### config.mk
export PLATFORM = sky130hd
export DESIGN_NAME = pll_lock_supervisor
export DESIGN_NICKNAME = d
export VERILOG_FILES = /design/src/rtl/pll_lock_supervisor.sv
export SDC_FILE = /design/constraint.sdc
export NUM_CORES = 1
export LEC_CHECK = 0
export BUFFER_PORTS_ARGS = -buffer_cell sky130_fd_sc_hd__buf_2
export CORE_ASPECT_RATIO = 1.5
export CORE_MARGIN = 2
export CORE_UTILIZATION = 64
export CTS_CLUSTER_DIAMETER = 80
export DETAILED_ROUTE_END_ITERATION = 6
export GPL_TIMING_DRIVEN = 1
export MAX_ROUTING_LAYER = met4
export PLACE_DENSITY = 0.85
export SLEW_MARGIN = 20
export SYNTH_ARGS = -nofsm -noshare
export SYNTH_HDL_FRONTEND = slang
export SYNTH_SLANG_ARGS = --single-unit
### constraint.sdc
create_clock -name clk -period 6.1 [get_ports clk]
set_input_delay 0.61 -clock clk [delete_from_list [all_inputs] [get_ports clk]]
set_output_delay 0.61 -clock clk [all_outputs]
set_load 0.05 [all_outputs]
### src/rtl/pll_lock_supervisor.sv
// rtl/pll_lock_supervisor.sv - PLL lock filter, retry/fault supervisor and staggered reset sequencer
// Optional lock-loss event counter enabled by defining PLL_LOCK_LOSS_CNT_EN.
module pll_lock_supervisor #(
  parameter int NUM_RST      = 4,
  parameter int LOCK_FILT    = 16,
  parameter int STAGGER      = 8,
  parameter int LOCK_TIMEOUT = 1000000,
  parameter int PLL_RST_LEN  = 16,
  parameter int MAX_RETRY    = 3,
  parameter int RW           = $clog2(MAX_RETRY + 1)
) (
  input  logic               clk,
  input  logic               rst_n,
  input  logic               pll_locked_i,
  output logic               pll_rst_o,
  output logic [NUM_RST-1:0] rst_n_o,
  output logic               ready_o,
  output logic               fault_o,
  output logic [RW-1:0]      retry_cnt_o,
  output logic [7:0]         loss_cnt_o
);

  localparam int SEQ_LEN = NUM_RST * STAGGER;
  localparam int CMAX_A  = (LOCK_TIMEOUT > PLL_RST_LEN) ? LOCK_TIMEOUT : PLL_RST_LEN;
  localparam int CMAX    = (CMAX_A > SEQ_LEN) ? CMAX_A : SEQ_LEN;
  localparam int CW      = $clog2(CMAX + 1);
  localparam int FW      = $clog2(LOCK_FILT + 1);

  typedef enum logic [2:0] {
    ST_PLL_RST,
    ST_WAIT_LOCK,
    ST_SEQ,
    ST_RUN,
    ST_FAULT
  } state_e;

  logic [1:0]         sync_q;
  logic               lock_s;
  logic [FW-1:0]      filt_q, filt_d;
  logic               lock_f_q, lock_f_d;
  state_e             state_q, state_d;
  logic [CW-1:0]      cnt_q, cnt_d;
  logic [RW-1:0]      retry_q, retry_d;
  logic [NUM_RST-1:0] rst_q, rst_d;

  assign lock_s = sync_q[1];

  // Filter saturates at LOCK_FILT so lock_f stays high while lock_s holds.
  always_comb begin
    filt_d = filt_q;
    if (!lock_s) begin
      filt_d = '0;
    end else if (filt_q != FW'(LOCK_FILT)) begin
      filt_d = filt_q + 1'b1;
    end
    lock_f_d = lock_s && (filt_d == FW'(LOCK_FILT));
  end

  always_comb begin
    state_d = state_q;
    cnt_d   = cnt_q + 1'b1;
    retry_d = retry_q;
    rst_d   = rst_q;
    case (state_q)
      ST_PLL_RST: begin
        rst_d = '0;
        if (cnt_q == CW'(PLL_RST_LEN - 1)) begin
          state_d = ST_WAIT_LOCK;
          cnt_d   = '0;
        end
      end
      ST_WAIT_LOCK: begin
        if (lock_f_q) begin
          state_d = ST_SEQ;
          cnt_d   = '0;
        end else if (cnt_q == CW'(LOCK_TIMEOUT - 1)) begin
          retry_d = retry_q + 1'b1;
          cnt_d   = '0;
          state_d = (retry_d == RW'(MAX_RETRY)) ? ST_FAULT : ST_PLL_RST;
        end
      end
      ST_SEQ: begin
        if (!lock_f_q) begin
          rst_d   = '0;
          cnt_d   = '0;
          retry_d = retry_q + 1'b1;
          state_d = (retry_d == RW'(MAX_RETRY)) ? ST_FAULT : ST_PLL_RST;
        end else if (rst_q[NUM_RST-1]) begin
          state_d = ST_RUN;
          retry_d = '0;
          cnt_d   = '0;
        end else begin
          for (int i = 0; i < NUM_RST; i++) begin
            if (cnt_d == CW'((i + 1) * STAGGER)) rst_d[i] = 1'b1;
          end
        end
      end
      ST_RUN: begin
        cnt_d = '0;
        if (!lock_f_q) begin
          rst_d   = '0;
          state_d = ST_PLL_RST;
        end
      end
      ST_FAULT: begin
        cnt_d = '0;
        rst_d = '0;
      end
      default: begin
        state_d = ST_PLL_RST;
        cnt_d   = '0;
        rst_d   = '0;
      end
    endcase
  end

  always_ff @(posedge clk or negedge rst_n) begin
    if (!rst_n) begin
      sync_q   <= '0;
      filt_q   <= '0;
      lock_f_q <= 1'b0;
      state_q  <= ST_PLL_RST;
      cnt_q    <= '0;
      retry_q  <= '0;
      rst_q    <= '0;
    end else begin
      sync_q   <= {sync_q[0], pll_locked_i};
      filt_q   <= filt_d;
      lock_f_q <= lock_f_d;
      state_q  <= state_d;
      cnt_q    <= cnt_d;
      retry_q  <= retry_d;
      rst_q    <= rst_d;
    end
  end

  assign pll_rst_o   = (state_q == ST_PLL_RST) || (state_q == ST_FAULT);
  assign ready_o     = (state_q == ST_RUN);
  assign fault_o     = (state_q == ST_FAULT);
  assign rst_n_o     = rst_q;
  assign retry_cnt_o = retry_q;

`ifdef PLL_LOCK_LOSS_CNT_EN
  logic       loss_ev;
  logic [7:0] loss_q, loss_d;

  assign loss_ev = ((state_q == ST_SEQ) || (state_q == ST_RUN)) && !lock_f_q;

  always_comb begin
    loss_d = loss_q;
    if (loss_ev && (loss_q != 8'hFF)) loss_d = loss_q + 8'd1;
  end

  always_ff @(posedge clk or negedge rst_n) begin
    if (!rst_n) loss_q <= '0;
    else        loss_q <= loss_d;
  end

  assign loss_cnt_o = loss_q;
`else
  assign loss_cnt_o = 8'd0;
`endif

endmodule

==> flow_metrics.py, run 1 <==
metrics = {
    "setup_path": {
        "arrival_ps": 2640,
        "cp_max_fo": 7,
        "start_kind": "register",
        "crit_required_ps": 6310,
        "endpoint_kind": "register",
        "rrSetupSlack_ps": 3670,
        "crit_type": "register to register",
    },
    "synthesis": {
        "yosys_warnings": 0,
        "yosysMostFrequentCell": "dfrtp_1",
        "synthCells": 240,
        "synthArstFlopShare_pct": 100,
        "synth_ff_type": "dfrtp_1",
        "yosysSeqAreaShare_pct": 41.3,
        "synth-seq-cells": 37,
        "ys_types": 49,
        "synth_edf_count": 0,
        "yosysTopAreaCellShare_pct": 41.3,
        "yosys.area.top_type": "dfrtp_1",
        "synth_area_leaders": "dfrtp_1 (41%), nor2_1 (5.4%), buf_4 (5.0%)",
        "syn_area_sq_mm": 0.00224,
        "synth_commonest_cells": "dfrtp_1 (37), nor2_1 (32), nand2_1 (16)",
        "syn_avg_cell_area_sq_um": 9.33,
    },
    "detailed_routing": {
        "wl_per_cell_um": 15.1,
        "drt-initial-drc-count": 42,
        "vias": 1746,
        "ant_nets": 0,
        "drc": 0,
        "wl_um": 4350,
        "routed_via_density": 6.06,
        "first_pass_iters": 4,
    },
    "clock_tree": {
        "cts_hold_buf": 0,
        "cts-resized-gates": 0,
        "cts_root_buf": "clkbuf_8",
        "clockBufferDepth": 2,
        "cts_setup_buffers": 0,
        "worstSkewPairLatency_ps": 300,
        "clock_sinks": 37,
        "cts_buffers": 5,
        "cts_tree": "yes",
        "cts_max_level": 2,
        "path_clk_slew_ps": 80,
    },
    "global_routing": {
        "grt_pass1_wl_um": 7490,
        "grt_pass1_vias": 1670,
        "grt_overflow": 0,
        "antenna_found_initial": 0,
        "grtUsageTotal_pct": 25.2,
        "grt_start_max_net_pins": 38,
    },
    "cells_and_area": {
        "fillers": 275,
        "drive_gt1_share_pct": 13.0,
        "area_growth_pct": 4.97,
        "layoutNonFillerInstCount": 288,
        "nNetsFinal": 253,
        "register_area_sq_um": 926,
        "antennaDiodeCount": 0,
        "fin_util_pct": 69.5,
        "multi_input_area_sq_mm": 0.00119,
    },
    "sta": {
        "period_needed_ps": 2430,
        "worstMarginPinSlew_ps": 779,
        "final.setup_skew_ps": 10.5,
        "fin_crit_sh_pct": 39.9,
        "final_hold_viol_count": 0,
        "rsz0062_at_grt": "false",
        "slew_violations": 0,
        "slew_headroom_pct": 48.0,
        "tns_ps": 0,
        "setup_ws_ps": 3670,
        "setup_violations": 0,
        "timing.fmax_ghz": 0.411,
    },
    "placement": {
        "dp.cells": 280,
        "finalWeightedCongestion": 0.942,
        "dp_hpwl_um": 3100,
        "pre_cts_ws_ps": 3720,
        "io_buffers": 11,
    },
    "power_and_ir_drop": {
        "p_clk_share_pct": 34.7,
        "p_per_area_mw_per_mm2": 268,
        "ir_drop_v": 0.000223,
        "pwr-share-seq_pct": 49.1,
        "p_sw_mw": 0.193,
        "netSwitchingFraction_pct": 30.6,
        "p_leak_nw": 1.08,
        "power_mw": 0.629,
        "power_frac_comb_pct": 16.2,
        "power.internal_mw": 0.436,
    },
    "floorplan": {
        "core-area_sq_mm": 0.00338,
        "initial_core_util_pct": 66.2,
        "fp.dieW_um": 52.3,
        "io_pins": 20,
        "rows": 26,
        "dieArea_sq_mm": 0.00400,
        "die_h_um": 76.5,
    },
    "run": {
        "max_cap_viol_count": 0,
    },
    "min_path": {
        "hold_class": "register to register",
    },
    "outcome": {
        "status": "finished clean",
    },
}
-- critical path, stage by stage (launching register included) --
cell	delay, ps
dfrtp_1	460
ha_1	320
nand3_2	200
nor3_4	380
mux2i_1	230
a21oi_1	100
or3_1	400
o31ai_1	250
-- cells by family after synthesis --
group | synth area share (%)
AND/OR/NAND/NOR | 28.8
flip-flops | 41.3
AO/OA/AOI/OAI | 9.89
buffers and inverters | 6.87
XOR/XNOR | 8.60
adder cells (fa/ha/maj) | 2.79
multiplexers | 1.56
other | 0.167
-- flip-flops by register name, indices dropped and copies added (netlist names) --
register / flops
rst_n_o: 4
lock_f_q: 1
retry_cnt_o: 2
filt_q: 5
cnt_q: 20
sync_q: 2
state_q: 3
-- power by group through the flow --
stage / clock network (mW) / logic (mW) / registers [mW]
floorplan: 0 / 0.123 / 0.279
global placement: 0 / 0.0970 / 0.310
detailed placement: 0 / 0.0995 / 0.311
CTS: 0.221 / 0.101 / 0.307
global route: 0.233 / 0.117 / 0.314
finish: 0.218 / 0.102 / 0.309
-- placed cells by master (no fill, tap or decap), drive strengths merged, types with 2 or more instances in the layout --
master / netlist / routed
nor2b: 3 / 3
clkbuf: 4 / 7
xor2: 10 / 10
nand2: 16 / 16
or3: 4 / 4
or4: 2 / 2
a21o: 3 / 3
a21oi: 6 / 6
xnor2: 12 / 12
nand4: 7 / 7
and3: 2 / 2
ha: 5 / 5
o21ai: 6 / 6
a31o: 2 / 2
and4: 3 / 3
dfrtp: 37 / 37
mux2i: 2 / 2
nand2b: 4 / 4
buf: 16 / 11
and2: 6 / 6
and2b: 2 / 2
o31ai: 6 / 6
inv: 4 / 4
conb: 1 / 8
nor2: 32 / 32
nor3: 13 / 13
nor4: 6 / 6
nand3: 15 / 15
-- path summary, 6_finish.rpt --
kind,start,endpoint,cells past startpoint
min in group asynchronous,rst_n,cnt_q[1],1
min,sync_q[0],sync_q[1],0
max in group asynchronous,rst_n,retry_cnt_o[0],1
max,cnt_q[0],rst_n_o[1],7
min reg2reg,sync_q[0],sync_q[1],0
max reg2reg,cnt_q[0],rst_n_o[1],7
-- routing by layer --
layer	track usage, %	part of all wire [%]	wire length [um]	vias to the layer above
met5	-	0	0	-
met2	43.0	53	2300	51
met1	28.2	40	1740	846
met3	4.90	4.2	182	14
li1	-	-	-	835
met4	9.49	2.9	128	0
-- cell type report --
cell class	instances	share of cell area (%)
well taps	42	2.24
repair buffers	11	2.34
clock buffers	7	3.67
flip-flops and latches	37	39.4
clock inverters	1	1.28
inverters	4	0.639
multi-input cells	186	50.5
-- metrics by stage --
step	hold slack, ps	area (sq um)
2_1_floorplan	314	2270
3_3_place_gp	337	2230
3_5_place_dp	368	2230
4_1_cts	373	2350
5_1_grt	389	2350
6_report	373	2350
Note: power is estimated with default switching activity, not from simulation.
==> run 2, diff against run 1 <==
Settings changed: CORE_UTILIZATION 64 to 59, PLACE_DENSITY 0.85 to 0.79.
Clock period 6.1 ns to 2.3 ns, I/O delays scaled along.
==> run 2 against run 1 <==
Compared with the run above: clock skew down 4.4 ps; die area up 7.9%; via count up 4.0%; critical path type unchanged; clock power rose to 2.6 times the previous value; critical endpoint unchanged; largest power group unchanged; global-route usage about the same; register-to-register slack worse by 3600 ps; highest routed layer unchanged; critical path depth down 1; sequential power rose to 2.5 times the previous value.
==> flow_metrics.py, run 2 (same netlist as run 1, synthesis figures left out) <==
metrics = {
    "outcome": {
        "status": "finished clean",
    },
    "global_routing": {
        "grt_pass1_wl_um": 7680,
        "grt_start_max_net_pins": 38,
        "grt_pass1_vias": 1758,
        "grtUsageTotal_pct": 25.3,
        "grt_overflow": 0,
        "antenna_found_initial": 0,
    },
    "setup_path": {
        "rrSetupSlack_ps": 70,
        "cp_slowest_cell": "dfrtp_1",
        "endpoint_kind": "register",
        "crit_chain": "and4_2 -> nand3_2 -> mux2_4 -> o22a_1 -> or3_1 -> o31ai_2",
        "r2r_start": "cnt_q[3]",
        "arrival_ps": 2440,
        "startpoint": "cnt_q[3]",
        "cp_max_fo": 5,
        "crit_type": "register to register",
        "crit_required_ps": 2500,
        "start_kind": "register",
        "slowest_delay_ps": 460,
    },
    "min_path": {
        "hold_class": "input port to async pin",
    },
    "floorplan": {
        "rows": 27,
        "dieArea_sq_mm": 0.00432,
        "io_pins": 20,
        "core-area_sq_mm": 0.00365,
        "initial_core_util_pct": 61.4,
        "fp.dieW_um": 54.3,
        "die_h_um": 79.5,
    },
    "cells_and_area": {
        "final_cell_mix": "dfrtp_1 (35), nor2_1 (31), nand2_1 (16), buf_4 (15), nand3_1 (13)",
        "top_register": "cnt_q",
        "antennaDiodeCount": 0,
        "area_growth_pct": 11.0,
        "largest_reg_flops": 20,
        "nNetsFinal": 268,
        "layout.cells.most_common": "dfrtp_1",
        "drive_gt1_share_pct": 20.3,
    },
    "sta": {
        "tns_ps": 0,
        "setup_violations": 0,
        "slew_violations": 0,
        "fin_crit_sh_pct": 97.1,
        "rsz0062_at_grt": "false",
        "worstMarginPinSlew_ps": 806,
        "slew_headroom_pct": 46.3,
        "timing.fmax_ghz": 0.448,
        "period_needed_ps": 2230,
        "final.setup_skew_ps": 6.13,
        "setup_ws_ps": 65.9,
        "final_hold_viol_count": 0,
    },
    "power_and_ir_drop": {
        "netSwitchingFraction_pct": 31.5,
        "power.internal_mw": 1.17,
        "pwr-share-seq_pct": 45.4,
        "power_frac_comb_pct": 21.4,
        "p_leak_nw": 1.15,
        "p_sw_mw": 0.539,
        "p_clk_share_pct": 33.3,
        "ir_drop_v": 0.000513,
        "p_per_area_mw_per_mm2": 689,
    },
    "detailed_routing": {
        "routed_via_density": 5.97,
        "wl_um": 4700,
        "wl_per_cell_um": 15.4,
        "ant_nets": 0,
        "vias": 1815,
        "drt-initial-drc-count": 44,
        "first_pass_iters": 4,
        "drc": 0,
    },
    "clock_tree": {
        "path_clk_slew_ps": 80,
        "worstSkewPairLatency_ps": 300,
        "cts_setup_buffers": 0,
        "clock_sinks": 37,
        "clockBufferDepth": 2,
        "cts_root_buf": "clkbuf_8",
        "cts_buffers": 5,
        "cts_tree": "yes",
        "cts_max_level": 2,
    },
    "placement": {
        "pre_cts_ws_ps": 69.8,
        "io_buffers": 11,
        "finalWeightedCongestion": 0.932,
        "dp_hpwl_um": 3480,
    },
    "run": {
        "max_cap_viol_count": 0,
    },
}
-- run 2: layout make-up --
type                       instances  area, sq um
fill                             308         1160
multi-input combinational        186         1210
tap                               43         53.8
timing repair buffer              26          168
clock buffer                       5         68.8
clock inverter                     3         46.3
sequential                        37          928
inverter                           4         15.0
-- run 2: through the flow --
step	instances	hold slack [ps]	cell area (sq um)	util [%]	total power [mW]
after floorplan	247	-65.6	2270	-	1.06
after global placement	296	338	2350	64.4	1.13
after detailed placement	296	343	2350	64.4	1.14
after CTS	304	33.1	2460	67.5	1.70
after global routing	304	28.2	2490	68.1	1.79
final	304	9.63	2490	68.1	1.71
-- run 2: worst paths after layout --
kind | end | cells past startpoint
max in group asynchronous | cnt_q[1] | 1
min in group clk | sync_q[0] | 1
worst min-delay path | cnt_q[3] | 1
worst min register to register | sync_q[1] | 0
worst max register to register | rst_n_o[1] | 6
worst max-delay path | rst_n_o[1] | 6
-- run 2: power groups by stage --
stage | clock network [mW] | registers, mW | logic (mW)
4_1_cts | 0.575 | 0.772 | 0.355
3_3_place_gp | 0 | 0.783 | 0.346
5_1_grt | 0.601 | 0.786 | 0.400
6_report | 0.570 | 0.777 | 0.366
2_1_floorplan | 0 | 0.739 | 0.326
3_5_place_dp | 0 | 0.784 | 0.356
-- run 2: what timing repair did --
| action | CTS | global route |
|---|---|---|
| hold endpoints to repair | 0 | 0 |
| setup endpoints to repair | 0 | 27 |
| hold buffers | 0 | 0 |
| resized for setup | 0 | 6 |
-- run 2: worst max-delay path, delay by kind of cell (launching register included) --
kind,cells,cell delay [ps]
AND/OR/NAND/NOR,3,850
AO/OA/AOI/OAI,2,500
flip-flops,1,460
multiplexers,1,310
-- run 2: layer usage --
metal / GRT usage [%] / part of all wire [%]
met1: 24.7 / 39
met2: 40.4 / 53
met3: 7.87 / 3.8
met4: 18.5 / 4.1
met5: - / 0
==> run 3, diff against run 2 <==
Settings changed: CORE_ASPECT_RATIO 1.5 to 0.9.
==> run 3 against run 2 <==
Compared with the run above: count of clock-buffer cells in the layout is 1 higher; cell area is 2.0% lower; sequential power is 2% higher; routed wire length is 8.2% lower; utilization is 1.9 points lower; sequential share of layout area is 0.77 points higher; clock skew is 8.9 ps higher; die area is 0.22% lower.
==> flow_metrics.py, run 3 (same netlist as run 1, synthesis figures left out) <==
metrics = {
    "outcome": {
        "status": "finished clean",
    },
    "detailed_routing": {
        "wl_um": 4310,
        "first_pass_iters": 4,
        "ant_nets": 0,
        "routed_via_density": 5.80,
        "drc": 0,
        "wl_per_cell_um": 14.2,
        "vias": 1756,
        "drt-initial-drc-count": 142,
    },
    "global_routing": {
        "grt_start_max_net_pins": 38,
        "grt_pass1_vias": 1627,
        "antenna_found_initial": 0,
        "grt_pass1_wl_um": 7490,
        "grt_overflow": 0,
        "grtUsageTotal_pct": 24.1,
    },
    "clock_tree": {
        "cts_root_buf": "clkbuf_8",
        "cts_tree": "yes",
        "clock_sinks": 37,
        "worstSkewPairLatency_ps": 300,
        "path_clk_slew_ps": 80,
        "clockBufferDepth": 2,
        "cts_max_level": 2,
        "cts_buffers": 5,
    },
    "floorplan": {
        "die_h_um": 62.5,
        "dieArea_sq_mm": 0.00431,
        "initial_core_util_pct": 60.9,
        "io_pins": 20,
        "rows": 21,
        "core-area_sq_mm": 0.00368,
        "fp.dieW_um": 68.9,
    },
    "placement": {
        "place_area_sq_mm": 0.00233,
        "dp_hpwl_um": 3180,
        "finalWeightedCongestion": 0.900,
        "io_buffers": 11,
    },
    "power_and_ir_drop": {
        "power_mw": 1.59,
        "p_leak_nw": 1.12,
        "p_per_area_mw_per_mm2": 653,
        "ir_drop_v": 0.000542,
    },
    "min_path": {
        "hold_class": "input port to async pin",
    },
    "cells_and_area": {
        "drive_gt1_share_pct": 18.3,
        "antennaDiodeCount": 0,
        "final_cell_mix": "dfrtp_1 (35), nor2_1 (32), nand2_1 (16), nand3_1 (13), xnor2_1 (12)",
        "layout.cells.most_common": "dfrtp_1",
        "finalInstanceArea_sq_mm": 0.00244,
        "largest_reg_flops": 20,
        "nNetsFinal": 264,
        "top_register": "cnt_q",
        "area_growth_pct": 8.77,
    },
    "sta": {
        "tns_ps": 0,
        "slew_violations": 0,
        "worstMarginPinSlew_ps": 794,
        "slew_headroom_pct": 47.0,
        "setup_violations": 0,
        "final_hold_viol_count": 0,
        "timing.fmax_ghz": 0.466,
        "final.setup_skew_ps": 15.0,
        "rsz0062_at_grt": "false",
        "period_needed_ps": 2140,
        "fin_crit_sh_pct": 93.2,
    },
    "setup_path": {
        "cp_max_fo": 6,
        "crit_type": "register to register",
        "start_kind": "register",
        "crit_required_ps": 2490,
        "endpoint_kind": "register",
        "arrival_ps": 2330,
    },
    "run": {
        "max_cap_viol_count": 0,
    },
}
## run 3: worst max-delay path, stage by stage (launching register included)
cell,delay (ps)
dfrtp_1,440
ha_2,270
nand3_2,120
buf_4,180
nor2_1,210
o31ai_1,120
o2111ai_2,300
nor2_1,120
a32o_1,270
## run 3: path summary, 6_finish.rpt
kind                       depth (start not counted)    startpoint  slack (ps)              to
hold / removal                                     1         rst_n          10  retry_cnt_o[1]
setup / recovery                                   8      cnt_q[1]         160      rst_n_o[3]
min in group clk                                   1  pll_locked_i          40       sync_q[0]
hold reg to reg                                    0     sync_q[0]         360       sync_q[1]
max in group asynchronous                          1         rst_n        1740        cnt_q[2]
setup reg to reg                                   8      cnt_q[1]         160      rst_n_o[3]
## run 3: report_power, final
part | total [mW] | switching (mW) | leakage (nW) | internal [mW]
registers | 0.789 | 0.0883 | 0.492 | 0.701
clock network | 0.474 | 0.232 | 0.0512 | 0.243
logic | 0.328 | 0.190 | 0.581 | 0.138
total | 1.59 | 0.510 | 1.12 | 1.08
## run 3: stage by stage
step | hold WS (ps) | cells | worst slack (ps) | util, %
final | 14.0 | 303 | 156 | 66.2
after global routing | 33.2 | 303 | 13.4 | 66.2
after CTS | 29.6 | 303 | 79.6 | 66.1
after detailed placement | 344 | 295 | 102 | 63.5
after global placement | 332 | 295 | 167 | 63.5
after floorplan | -65.6 | 247 | 160 | -
## run 3: area by class of cell
type | instances | area, sq um
timing repair buffer | 22 | 150
multi-input combinational | 186 | 1190
clock buffer | 6 | 82.6
inverter | 4 | 15.0
clock inverter | 2 | 13.8
sequential | 37 | 928
tap | 46 | 57.6
fill | 308 | 1240
## run 3: repair_timing
item / CTS / global route
gates resized for setup: 0 / 3
setup endpoints to repair: 0 / 15
hold buffers: 0 / 0
buffers inserted: 0 / 0
## run 3: per-layer routing
metal / GRT usage [%] / part of all wire (%) / up-vias
met1: 33.5 / 47 / 836
met4: 10.5 / 2.4 / 0
met2: 33.5 / 46 / 57
met3: 5.77 / 4.9 / 8
met5: - / 0 / -
li1: - / - / 855
